**config.mk**
```make
export PLATFORM = sky130hd
export DESIGN_NAME = seg_counter_display
export DESIGN_NICKNAME = d
export VERILOG_FILES = /design/src/rtl/seg_counter_display.sv
export SDC_FILE = /design/constraint.sdc
export NUM_CORES = 1
export LEC_CHECK = 0
export ABC_CLOCK_PERIOD_IN_PS = 3100
export CAP_MARGIN = 20
export CORE_ASPECT_RATIO = 0.6
export CORE_MARGIN = 1
export CORE_UTILIZATION = 35
export CTS_CLUSTER_DIAMETER = 40
export CTS_CLUSTER_SIZE = 28
export DETAILED_ROUTE_END_ITERATION = 16
export GPL_ROUTABILITY_DRIVEN = 1
export PLACE_DENSITY = 0.62
export SYNTH_ARGS = -nofsm -noshare
export SYNTH_HDL_FRONTEND = slang
export SYNTH_SLANG_ARGS = --single-unit
```
**constraint.sdc**
```tcl
create_clock -name clk_in -period 3.1 [get_ports clk_in]
set_input_delay 0.93 -clock clk_in [delete_from_list [all_inputs] [get_ports clk_in]]
set_output_delay 0.93 -clock clk_in [all_outputs]
set_load 0.05 [all_outputs]
```
**src/rtl/seg_counter_display.sv**
```systemverilog
// Multi-digit BCD/hex up/down counter with a multiplexed 7-segment display driver.
// Two free-running dividers share clk_in: one produces count ticks, the other
// steps the digit scan. The counter value is exported directly. Digit enables
// and segments are registered, so they trail the scan index and value by one cycle.
module seg_counter_display #(
    parameter int NUM_DIGITS = 4,
    parameter int COUNT_DIV  = 50_000_000,
    parameter int SCAN_DIV   = 250_000,
    parameter int HEX_MODE   = 0,
    parameter int BLANK_LZ   = 0
) (
    input  logic                      clk_in,
    input  logic                      rst_n,
    input  logic                      cnt_en,
    input  logic                      up_dn,
    input  logic                      load,
    input  logic [4*NUM_DIGITS-1:0]   load_val,
    input  logic [NUM_DIGITS-1:0]     dp_mask,
    output logic [NUM_DIGITS-1:0]     cc,
    output logic [7:0]                seg_out,
    output logic [4*NUM_DIGITS-1:0]   value,
    output logic                      wrap
);

    localparam int         VW   = 4 * NUM_DIGITS;
    localparam int         CW   = $clog2(COUNT_DIV);
    localparam int         SW   = $clog2(SCAN_DIV);
    localparam int         IW   = (NUM_DIGITS > 1) ? $clog2(NUM_DIGITS) : 1;
    localparam logic [3:0] DMAX = (HEX_MODE != 0) ? 4'hF : 4'h9;

    logic [CW-1:0]         cnt_div;
    logic [SW-1:0]         scan_div;
    logic [IW-1:0]         scan_idx;
    logic                  cnt_tick;
    logic                  scan_tick;
    logic [VW-1:0]         value_q;
    logic                  wrap_q;
    logic [NUM_DIGITS-1:0] cc_q;
    logic [7:0]            seg_q;

    logic [VW-1:0]         step_val;
    logic                  step_carry;
    logic [VW-1:0]         load_clean;
    logic [NUM_DIGITS-1:0] upper_zero;
    logic [NUM_DIGITS-1:0] cc_d;
    logic [3:0]            cur_digit;
    logic                  cur_dp;
    logic                  cur_blank;
    logic [7:0]            seg_d;

    assign cnt_tick  = (cnt_div == CW'(COUNT_DIV - 1));
    assign scan_tick = (scan_div == SW'(SCAN_DIV - 1));

    assign value   = value_q;
    assign wrap    = wrap_q;
    assign cc      = cc_q;
    assign seg_out = seg_q;

    function automatic logic [6:0] glyph(input logic [3:0] d);
        logic [6:0] g;
        case (d)
            4'h0: g = 7'h3F;
            4'h1: g = 7'h06;
            4'h2: g = 7'h5B;
            4'h3: g = 7'h4F;
            4'h4: g = 7'h66;
            4'h5: g = 7'h6D;
            4'h6: g = 7'h7D;
            4'h7: g = 7'h07;
            4'h8: g = 7'h7F;
            4'h9: g = 7'h6F;
            4'hA: g = 7'h77;
            4'hB: g = 7'h7C;
            4'hC: g = 7'h39;
            4'hD: g = 7'h5E;
            4'hE: g = 7'h79;
            default: g = 7'h71;
        endcase
        return g;
    endfunction

    // Count divider: 0..COUNT_DIV-1, tick on the terminal value.
    always_ff @(posedge clk_in or negedge rst_n) begin
        if (!rst_n)        cnt_div <= '0;
        else if (cnt_tick) cnt_div <= '0;
        else               cnt_div <= cnt_div + 1'b1;
    end

    // Scan divider and digit index; independent of the count divider.
    always_ff @(posedge clk_in or negedge rst_n) begin
        if (!rst_n) begin
            scan_div <= '0;
            scan_idx <= '0;
        end else if (scan_tick) begin
            scan_div <= '0;
            scan_idx <= (scan_idx == IW'(NUM_DIGITS - 1)) ? '0 : scan_idx + 1'b1;
        end else begin
            scan_div <= scan_div + 1'b1;
        end
    end

    // Ripple +/-1 across digits; a carry out of the top digit means wrap-around.
    always_comb begin
        step_val   = value_q;
        step_carry = 1'b1;
        for (int k = 0; k < NUM_DIGITS; k++) begin
            if (step_carry) begin
                if (up_dn) begin
                    if (value_q[4*k +: 4] == DMAX) begin
                        step_val[4*k +: 4] = 4'h0;
                    end else begin
                        step_val[4*k +: 4] = value_q[4*k +: 4] + 4'h1;
                        step_carry         = 1'b0;
                    end
                end else begin
                    if (value_q[4*k +: 4] == 4'h0) begin
                        step_val[4*k +: 4] = DMAX;
                    end else begin
                        step_val[4*k +: 4] = value_q[4*k +: 4] - 4'h1;
                        step_carry         = 1'b0;
                    end
                end
            end
        end
    end

    // In BCD mode, out-of-range load digits are stored as zero.
    always_comb begin
        load_clean = load_val;
        for (int k = 0; k < NUM_DIGITS; k++) begin
            if ((HEX_MODE == 0) && (load_val[4*k +: 4] > 4'd9)) load_clean[4*k +: 4] = 4'h0;
        end
    end

    // Counter value and wrap pulse; load takes priority and never wraps.
    always_ff @(posedge clk_in or negedge rst_n) begin
        if (!rst_n) begin
            value_q <= '0;
            wrap_q  <= 1'b0;
        end else begin
            wrap_q <= !load && cnt_tick && cnt_en && step_carry;
            if (load)                  value_q <= load_clean;
            else if (cnt_tick && cnt_en) value_q <= step_val;
        end
    end

    // Pick the scanned digit, its dp bit, and whether it is a blanked leading zero.
    always_comb begin
        upper_zero = '0;
        cc_d       = '0;
        cur_digit  = 4'h0;
        cur_dp     = 1'b0;
        cur_blank  = 1'b0;
        for (int k = NUM_DIGITS - 1; k >= 0; k--) begin
            if (k == NUM_DIGITS - 1) upper_zero[k] = (value_q[4*k +: 4] == 4'h0);
            else                     upper_zero[k] = upper_zero[k+1] && (value_q[4*k +: 4] == 4'h0);
        end
        for (int k = 0; k < NUM_DIGITS; k++) begin
            cc_d[NUM_DIGITS-1-k] = (scan_idx == IW'(k));
            if (scan_idx == IW'(k)) begin
                cur_digit = value_q[4*k +: 4];
                cur_dp    = dp_mask[k];
                cur_blank = (BLANK_LZ != 0) && (k != 0) && upper_zero[k];
            end
        end
        seg_d = {cur_dp, cur_blank ? 7'h00 : glyph(cur_digit)};
    end

    // Registered display outputs.
    always_ff @(posedge clk_in or negedge rst_n) begin
        if (!rst_n) begin
            cc_q  <= '0;
            seg_q <= '0;
        end else begin
            cc_q  <= cc_d;
            seg_q <= seg_d;
        end
    end

endmodule

```
# ---- Word level (Yosys, flattened, before mapping)
# Memory sizes are Yosys's and may differ from the RTL's. A register that Yosys moved wholly into a read port is not among the register bits.
# Cells that the tools add are included.
dict set report op_classes {
  n_addsub 11
  order_cmp 4
  eq_ne 9
  mux 47
  n_reduce_logical 18
}
# cell n
set op_table {}
lappend op_table {{2-to-1 mux 4 bit} 23}
lappend op_table {{2-to-1 mux 16 bit} 2}
lappend op_table {{adder 26 x 1 -> 26 bit (second input constant)} 1}
lappend op_table {{equality test 26 bit (second input constant)} 1}
lappend op_table {{2-to-1 mux 26 bit} 1}
lappend op_table {{2-to-1 mux 1 bit} 19}
lappend op_table {{adder 18 x 1 -> 18 bit (second input constant)} 1}
lappend op_table {{equality test 18 bit (second input constant)} 1}
lappend op_table {{2-to-1 mux 18 bit} 1}
lappend op_table {{adder 4 x 1 -> 4 bit (second input constant)} 4}
lappend op_table {{equality test 4 bit (second input constant)} 4}
lappend op_table {{> comparator 4 bit (second input constant)} 4}
lappend op_table {{logical NOT 4 bit} 4}
lappend op_table {{subtractor 4 x 1 -> 4 bit (second input constant)} 4}
lappend op_table {{nonzero test 2 bit} 4}
lappend op_table {{AND reduction 2 bit} 3}
lappend op_table {{equality test 2 bit (second input constant)} 2}
lappend op_table {{logical AND 1 bit} 4}
lappend op_table {{adder 2 x 1 -> 2 bit (second input constant)} 1}
lappend op_table {{equality test 2 x 1 -> 1 bit (second input constant)} 1}
lappend op_table {{logical NOT 1 bit} 2}
lappend op_table {{logical NOT 2 bit} 1}
lappend op_table {{2-to-1 mux 2 bit} 1}
dict set report totals {
  reg_bits 75
  mem_bits_ro 112
  input_bits 25
  output_inout_bits 29
  wordCells 100
  mem_count 1
}
# memory depth width read_ports rd_ports_with_merged_regs wr line
set memory_table {}
lappend memory_table {{(no name shown)} 16 7 1 1 0 61} ;# case (d)

# ---- Depth between registers and ports, before layout
# Gate-level depths: netlist (run 1).
dict set report logic_depth {
  ltp_word 8
  mapped_depth 11
  ltp_nobuf 10
}

# ---- Worst setup path before layout (run 1)
# No wires, ideal clock.
dict set report synth_path {
  path_type {reg2reg}
  from {register scan_idx[0]}
  to {register seg_q[3], in the netlist seg_out[3]}
  setup_ns 0.064
  arrival_ns 2.343
  required_time_ns 3.036
  slack_ns 0.692
  stages_incl_launch_ff 12
  path_buffers 1
  synth_period_minus_slack_ns 2.408
  cell_sequence {dfrtp_1 > inv_1 > ha_1 > clkbuf_1 > a21oi_1 > o21ai_0 > a22oi_1 > inv_1 > ha_1 > inv_1 > mux4_2 > inv_1}
}
dict set report synth_via {
  word_cells_on_any_way 8
  classes_between {3 x eq/ne; 4 x mux; 1 x reduce/logical}
}
# item line
set synth_lines {}
lappend synth_lines {{start: declaration} 33} ;# logic [IW-1:0] scan_idx;
lappend synth_lines {{start signal: assignment} 96} ;# scan_idx <= (scan_idx == IW'(NUM_DIGITS - 1)) ? '0 : scan_idx + 1'b1;
lappend synth_lines {{equality test 2 bit} n/a}
lappend synth_lines {{named net cc_d[1]} 45} ;# logic [NUM_DIGITS-1:0] cc_d;
lappend synth_lines {{2-to-1 mux 4 bit (2 in a row)} 160} ;# if (scan_idx == IW'(k)) begin
lappend synth_lines {{end: declaration} 39} ;# logic [7:0] seg_q;
# The timed path passes the listed nets, and every way through them passes these cells.
# A chain may end at the register's enable or synchronous reset.

# ---- Final worst setup path (run 1)
dict set report layout_path {
  from {register value_q[15], in the netlist value[15]}
  to {output value[15]}
}
# item line
set layout_lines {}
lappend layout_lines {{start: declaration} 36} ;# logic [VW-1:0] value_q;
lappend layout_lines {{start signal: assignment} 142} ;# if (load) value_q <= load_clean;
lappend layout_lines {{start signal: assignment} 143} ;# else if (cnt_tick && cnt_en) value_q <= step_val;
lappend layout_lines {{end: declaration} 21} ;# output logic [4*NUM_DIGITS-1:0] value,
# No word-level cell between the ends.

==> impl_metrics.py, run 1 <==
metrics = {
    "timing": {
        "fin_crit_ns": 2.77,
        "post-route-period-util": 0.894,
        "clock_skew_ns": 0.00476,
        "max_freq_mhz": 361,
        "setup_slack_ns": 0.328,
        "setup_violations": 0,
        "slew_headroom": 0.560,
        "tightest_slew_ns": 0.654,
        "hold_viol": 0,
        "finalMaxSlewViolations": 0,
        "setup-tns-final_ns": 0,
        "rsz0062_at_grt": "no",
    },
    "min_path": {
        "hold_class": "reg2reg",
        "whs_path_depth": 1,
    },
    "synth": {
        "synthTopCellsByArea": "dfrtp_1 42%, xor2_1 4.9%, xnor2_1 4.7%",
        "yosys_warnings": 0,
        "syn_nets": 520,
        "syn-instance-count": 482,
        "syn_area_um2": 4500,
        "async_flop_share": 1.00,
        "synth_cell_types": 70,
        "synth_seq_area_share": 0.417,
        "synth.ff_latch_count": 75,
        "yosys.area.top_type": "dfrtp_1",
        "synth-edff-count": 0,
        "synth_flop_cell": "dfrtp_1",
        "syn_avg_cell_area_um2": 9.35,
        "synth_top_cell_area_share": 0.417,
    },
    "placed_design": {
        "place_area_um2": 5250,
        "routabilityCongestion": 0.876,
        "dp.cells": 686,
        "post-place-ws_ns": 0.115,
        "dp_hpwl_um": 7900,
        "port_buffers": 53,
    },
    "power": {
        "switching_share": 0.287,
        "p_comb_frac": 0.175,
        "peakVddDrop_uv": 287,
        "p_leak_nw": 2.33,
        "clkPwrFrac": 0.419,
        "seqPwrFrac": 0.406,
        "p_int_w": 0.00184,
        "p_per_area_nw_per_um2": 464,
        "power.switching_w": 0.000740,
    },
    "route": {
        "met2_length_um": 4610,
        "drt_iter0_drc": 237,
        "ant_nets": 0,
        "routed-via-count": 3754,
        "avgViaCountPerCell": 5.35,
        "wl_met3_um": 660,
        "dr.pass1.iters": 5,
        "dr.max_layer_used": "met4",
        "drc_errors": 0,
        "drt-met1-wl_um": 5590,
        "wl_per_cell_um": 15.5,
        "wl_um": 10900,
    },
    "final_layout": {
        "nets": 570,
        "area_growth_pct": 23.3,
        "drive_gt1_frac": 0.108,
        "stdcell_area_um2": 5560,
        "antenna_cells": 0,
        "multiInputGateArea_um2": 2420,
        "layoutNonFillerInstCount": 702,
        "final-seq-area_um2": 1880,
        "n_fill_cell": 1143,
    },
    "critical_path": {
        "cp_slowest_stage_delay_ns": 0.89,
        "cp_slowest_cell": "clkdlybuf4s50_1",
        "cp.depth": 1,
        "required_ns": 2.17,
        "path_buf_inv": 1,
        "crit_fanout": 12,
        "startpoint_type": "register",
        "path_cells": "clkdlybuf4s50_1",
        "ff2ff_path_depth": 11,
        "worstPathArrival_ns": 1.84,
        "crit_family": "buffers and inverters",
        "endpoint_kind": "output pin",
        "crit_type": "reg2out",
    },
    "clock_network": {
        "hold_buffers": 0,
        "clock_path_buffers": 2,
        "clk_latency_ns": 0.34,
        "cts_made_buffers": 9,
        "path_clk_slew_ns": 0.06,
        "cts_root_buf": "clkbuf_16",
        "h-tree-depth": 3,
        "tritoncts": "yes",
        "cts.sinks": 75,
        "post_cts_buffers": 0,
        "cts_resized": 0,
    },
    "floorplan": {
        "coreArea_um2": 12300,
        "die_w_um": 148,
        "die_height_um": 89.9,
        "ios": 54,
        "dieArea_um2": 13300,
        "rows": 31,
        "initial_core_util": 0.366,
    },
    "grt": {
        "grt_antenna_before_repair": 0,
        "grt_usage": 0.172,
        "grt-ovfl-total": 0,
        "grt_start_max_net_pins": 58,
        "grt_first_pass_wirelength_um": 18100,
        "grt_pass1_vias": 3528,
    },
    "job": {
        "drv_cap": 0,
    },
    "outcome": {
        "status": "completed",
    },
}
==> cell families (layout without fill, tap and decap cells) <==
family                     count (synthesis)  in the layout  share of synthesized area
xor gates and xnor gates                  49             49                     0.0953
and+or+nand+nor                          188            188                      0.237
adders and majority gates                 13             13                     0.0361
buffers and inverters                     51            106                     0.0458
AOI/OAI and AO/OA                         93             93                      0.137
muxes                                     13             13                     0.0322
DFF                                       75             75                      0.417
==> registers in the layout, summed over array words and instances (netlist names) <==
signal	flops
cnt_div	26
scan_div	18
value	16
seg_out	8
cc	4
scan_idx	2
wrap	1
==> routing by layer <==
metal / up-vias / GRT usage
met4: 0 / 0.0369
met3: 6 / 0.0553
met1: 1840 / 0.255
met5: - / 0
li1: 1814 / -
met2: 94 / 0.239
==> path summary, 6_finish.rpt <==
kind,end,startpoint,slack [ns]
max,value[15],value[15],0.33
min,scan_div[0],scan_div[0],0.49
max reg2reg,seg_out[3],scan_idx[0],0.57
min reg2reg,scan_div[0],scan_div[0],0.49
max in group asynchronous,value[15],rst_n,1.86
min in group asynchronous,seg_out[6],rst_n,0.56
==> stage by stage <==
| stage | hold WS [ns] | util | power [W] |
|---|---|---|---|
| global route | 0.516 | 0.452 | 0.00268 |
| CTS | 0.487 | 0.452 | 0.00260 |
| finish | 0.486 | 0.452 | 0.00258 |
| detailed placement | 0.479 | 0.427 | 0.00151 |
| floorplan | 0.453 | - | 0.00134 |
| global placement | 0.472 | 0.427 | 0.00151 |
==> power groups by stage <==
stage	sequential, W	clock (W)	combinational (W)
finish	0.00105	0.00108	0.000450
CTS	0.00105	0.00110	0.000453
global route	0.00105	0.00114	0.000483
floorplan	0.00114	0	0.000192
global placement	0.00106	0	0.000443
detailed placement	0.00106	0	0.000451
==> cells in the final DEF, fill, tap and decap left out, types with 5 or more instances in the layout <==
cell             netlist  layout
buf_4                  1      16
nand2_1               30      30
nand4_1               10      10
nor2b_1                6       6
mux2i_1               10      10
nand3b_1               5       5
ha_1                  13      13
clkdlybuf4s50_1        0      52
nor2_1                41      41
inv_1                 19      19
a21oi_1               25      25
nand3_1               37      37
a22oi_1                6       6
clkbuf_16              0       9
dfrtp_1               75      75
o21ai_0               19      19
o21ai_1                8       8
or3_1                  8       8
xnor2_1               24      24
nor3_1                 9       9
and3_1                 8       8
xor2_1                25      25
==> layout make-up <==
| type | instances | share of cell area |
|---|---|---|
| clock buffers | 10 | 0.0430 |
| clock inverters | 6 | 0.0128 |
| inverters | 20 | 0.0135 |
| multi-input cells | 356 | 0.436 |
| flip-flops and latches | 75 | 0.338 |
| well taps | 165 | 0.0372 |
| repair buffers | 70 | 0.120 |
==> cells in the mapped netlist (8+ instances only) <==
| cell type | n |
|---|---|
| a21oi_1 | 25 |
| and3_1 | 8 |
| buf_2 | 9 |
| clkbuf_1 | 20 |
| dfrtp_1 | 75 |
| ha_1 | 13 |
| inv_1 | 19 |
| mux2i_1 | 10 |
| nand2_1 | 30 |
| nand3_1 | 37 |
| nand4_1 | 10 |
| nor2_1 | 41 |
| nor3_1 | 9 |
| o21ai_0 | 19 |
| o21ai_1 | 8 |
| or3_1 | 8 |
| xnor2_1 | 24 |
| xor2_1 | 25 |
Note: power is estimated with default switching activity, not from simulation.
==> run 2, diff against run 1 <==
Settings changed: PLACE_DENSITY 0.62 to 0.53.
==> run 2 against run 1 <==
Effect of this change:
- total power shrank 1.7%
- setup slack got worse by 0.012 ns
- global-route usage is 0.077 points higher
- non-clock buffer count decreased by 1
- via count fell by 4.1%
- final area decreased by 0.38%
- wire length shrank 2.1%
- critical path type unchanged
==> impl_metrics.py, run 2 (same netlist as run 1, synthesis figures left out) <==
metrics = {
    "outcome": {
        "status": "completed",
    },
    "clock_network": {
        "cts_made_buffers": 9,
        "hold_buffers": 0,
        "clock_path_buffers": 2,
        "h-tree-depth": 3,
        "cts.sinks": 75,
        "post_cts_buffers": 0,
        "cts_resized": 0,
        "clk_latency_ns": 0.34,
        "tritoncts": "yes",
        "path_clk_slew_ns": 0.06,
        "cts_root_buf": "clkbuf_16",
    },
    "timing": {
        "clock_skew_ns": 0.0113,
        "slew_headroom": 0.547,
        "setup-tns-final_ns": 0,
        "tightest_slew_ns": 0.674,
        "finalMaxSlewViolations": 0,
        "setup_violations": 0,
        "fin_crit_ns": 2.78,
        "setup_slack_ns": 0.315,
        "whs_ns": 0.482,
        "hold_viol": 0,
        "max_freq_mhz": 359,
        "post-route-period-util": 0.898,
        "rsz0062_at_grt": "no",
    },
    "final_layout": {
        "antenna_cells": 0,
        "stdcell_area_um2": 5530,
        "final_cell_mix": "75 x dfrtp_1, 52 x clkdlybuf4s50_1, 41 x nor2_1, 37 x nand3_1, 30 x nand2_1",
        "n_fill_cell": 1163,
        "nets": 569,
        "final-seq-area_um2": 1880,
        "multiInputGateArea_um2": 2420,
        "regMostFlops": "cnt_div",
        "area_growth_pct": 22.9,
        "largest_reg_flops": 26,
        "drive_gt1_frac": 0.103,
        "final_common_cell": "dfrtp_1",
    },
    "critical_path": {
        "reg2reg_to": "seg_out[3]",
        "path_cells": "clkdlybuf4s50_1",
        "endpoint_kind": "output pin",
        "ff2ff_path_depth": 11,
        "required_ns": 2.17,
        "path_buf_inv": 1,
        "reg2reg_slack_ns": 0.62,
        "cp_slowest_stage_delay_ns": 0.89,
        "crit_family": "buffers and inverters",
        "startpoint_type": "register",
        "worstPathArrival_ns": 1.85,
        "crit_type": "reg2out",
        "crit_fanout": 12,
        "cp_slowest_cell": "clkdlybuf4s50_1",
        "r2r-start": "scan_idx[0]",
    },
    "placed_design": {
        "place_area_um2": 5240,
        "post-place-ws_ns": 0.254,
        "port_buffers": 53,
        "dp_hpwl_um": 7660,
        "routabilityCongestion": 0.768,
    },
    "route": {
        "wl_met3_um": 571,
        "dr.pass1.iters": 5,
        "drt-met1-wl_um": 5810,
        "dr.max_layer_used": "met4",
        "routed-via-count": 3599,
        "met2_length_um": 4230,
        "wl_per_cell_um": 15.2,
        "ant_nets": 0,
        "drt_iter0_drc": 139,
        "wl_um": 10700,
        "avgViaCountPerCell": 5.14,
        "drc_errors": 0,
    },
    "grt": {
        "grt_start_max_net_pins": 45,
        "grt_first_pass_wirelength_um": 18000,
        "grt-ovfl-total": 0,
        "grt_pass1_vias": 3452,
        "grt_usage": 0.173,
        "grt_antenna_before_repair": 0,
    },
    "power": {
        "p_leak_nw": 2.32,
        "peakVddDrop_uv": 264,
        "p_per_area_nw_per_um2": 458,
    },
    "floorplan": {
        "dieArea_um2": 13300,
        "initial_core_util": 0.366,
        "die_w_um": 148,
        "ios": 54,
        "rows": 31,
        "die_height_um": 89.9,
        "coreArea_um2": 12300,
    },
    "min_path": {
        "whs_path_depth": 1,
        "holdPathEnd": "scan_div[0]",
        "hold_class": "reg2reg",
        "hp-start": "scan_div[0]",
    },
    "job": {
        "drv_cap": 0,
    },
}
run 2: metal layers:
metal  vias to the layer above  track usage
met4                         0       0.0369
met3                         5       0.0467
met1                      1715        0.266
li1                       1812            -
met5                         -            0
met2                        67        0.236
run 2: area by class of cell:
class / instances / area share
timing repair buffer: 69 / 0.119
clock buffer: 11 / 0.0439
sequential: 75 / 0.339
multi-input combinational: 356 / 0.437
tap: 165 / 0.0373
clock inverter: 4 / 0.00927
inverter: 20 / 0.0136
run 2: worst max path at each step:
| stage | from | endpoint | slack, ns | cells after the start |
|---|---|---|---|---|
| 4_1_cts | value[14] | value[14] | 0.30 | 1 |
| 3_5_place_dp | up_dn | value[10] | 0.25 | 7 |
| 5_1_grt | value[15] | value[15] | 0.26 | 1 |
| 6_report | value[15] | value[15] | 0.32 | 1 |
| 3_3_place_gp | up_dn | value[10] | 0.29 | 7 |
| 2_1_floorplan | scan_idx[0] | seg_out[3] | 0.69 | 11 |
run 2: through the flow:
stage	instances	utilization	power, W
global placement	685	0.426	0.00150
finish	700	0.450	0.00253
floorplan	482	-	0.00134
CTS	700	0.450	0.00257
detailed placement	685	0.426	0.00151
global route	700	0.450	0.00265
run 2: report_power, final:
part,switching [W],internal (W)
Combinational,0.000263,0.000176
Sequential,0.0000425,0.00101
Clock,0.000403,0.000641
==> run 3, diff against run 2 <==
Settings changed: ABC_CLOCK_PERIOD_IN_PS 3100 to not set.
==> results of run 3 <==
No change in the layout: final DEF, timing and power equal those of run 2.
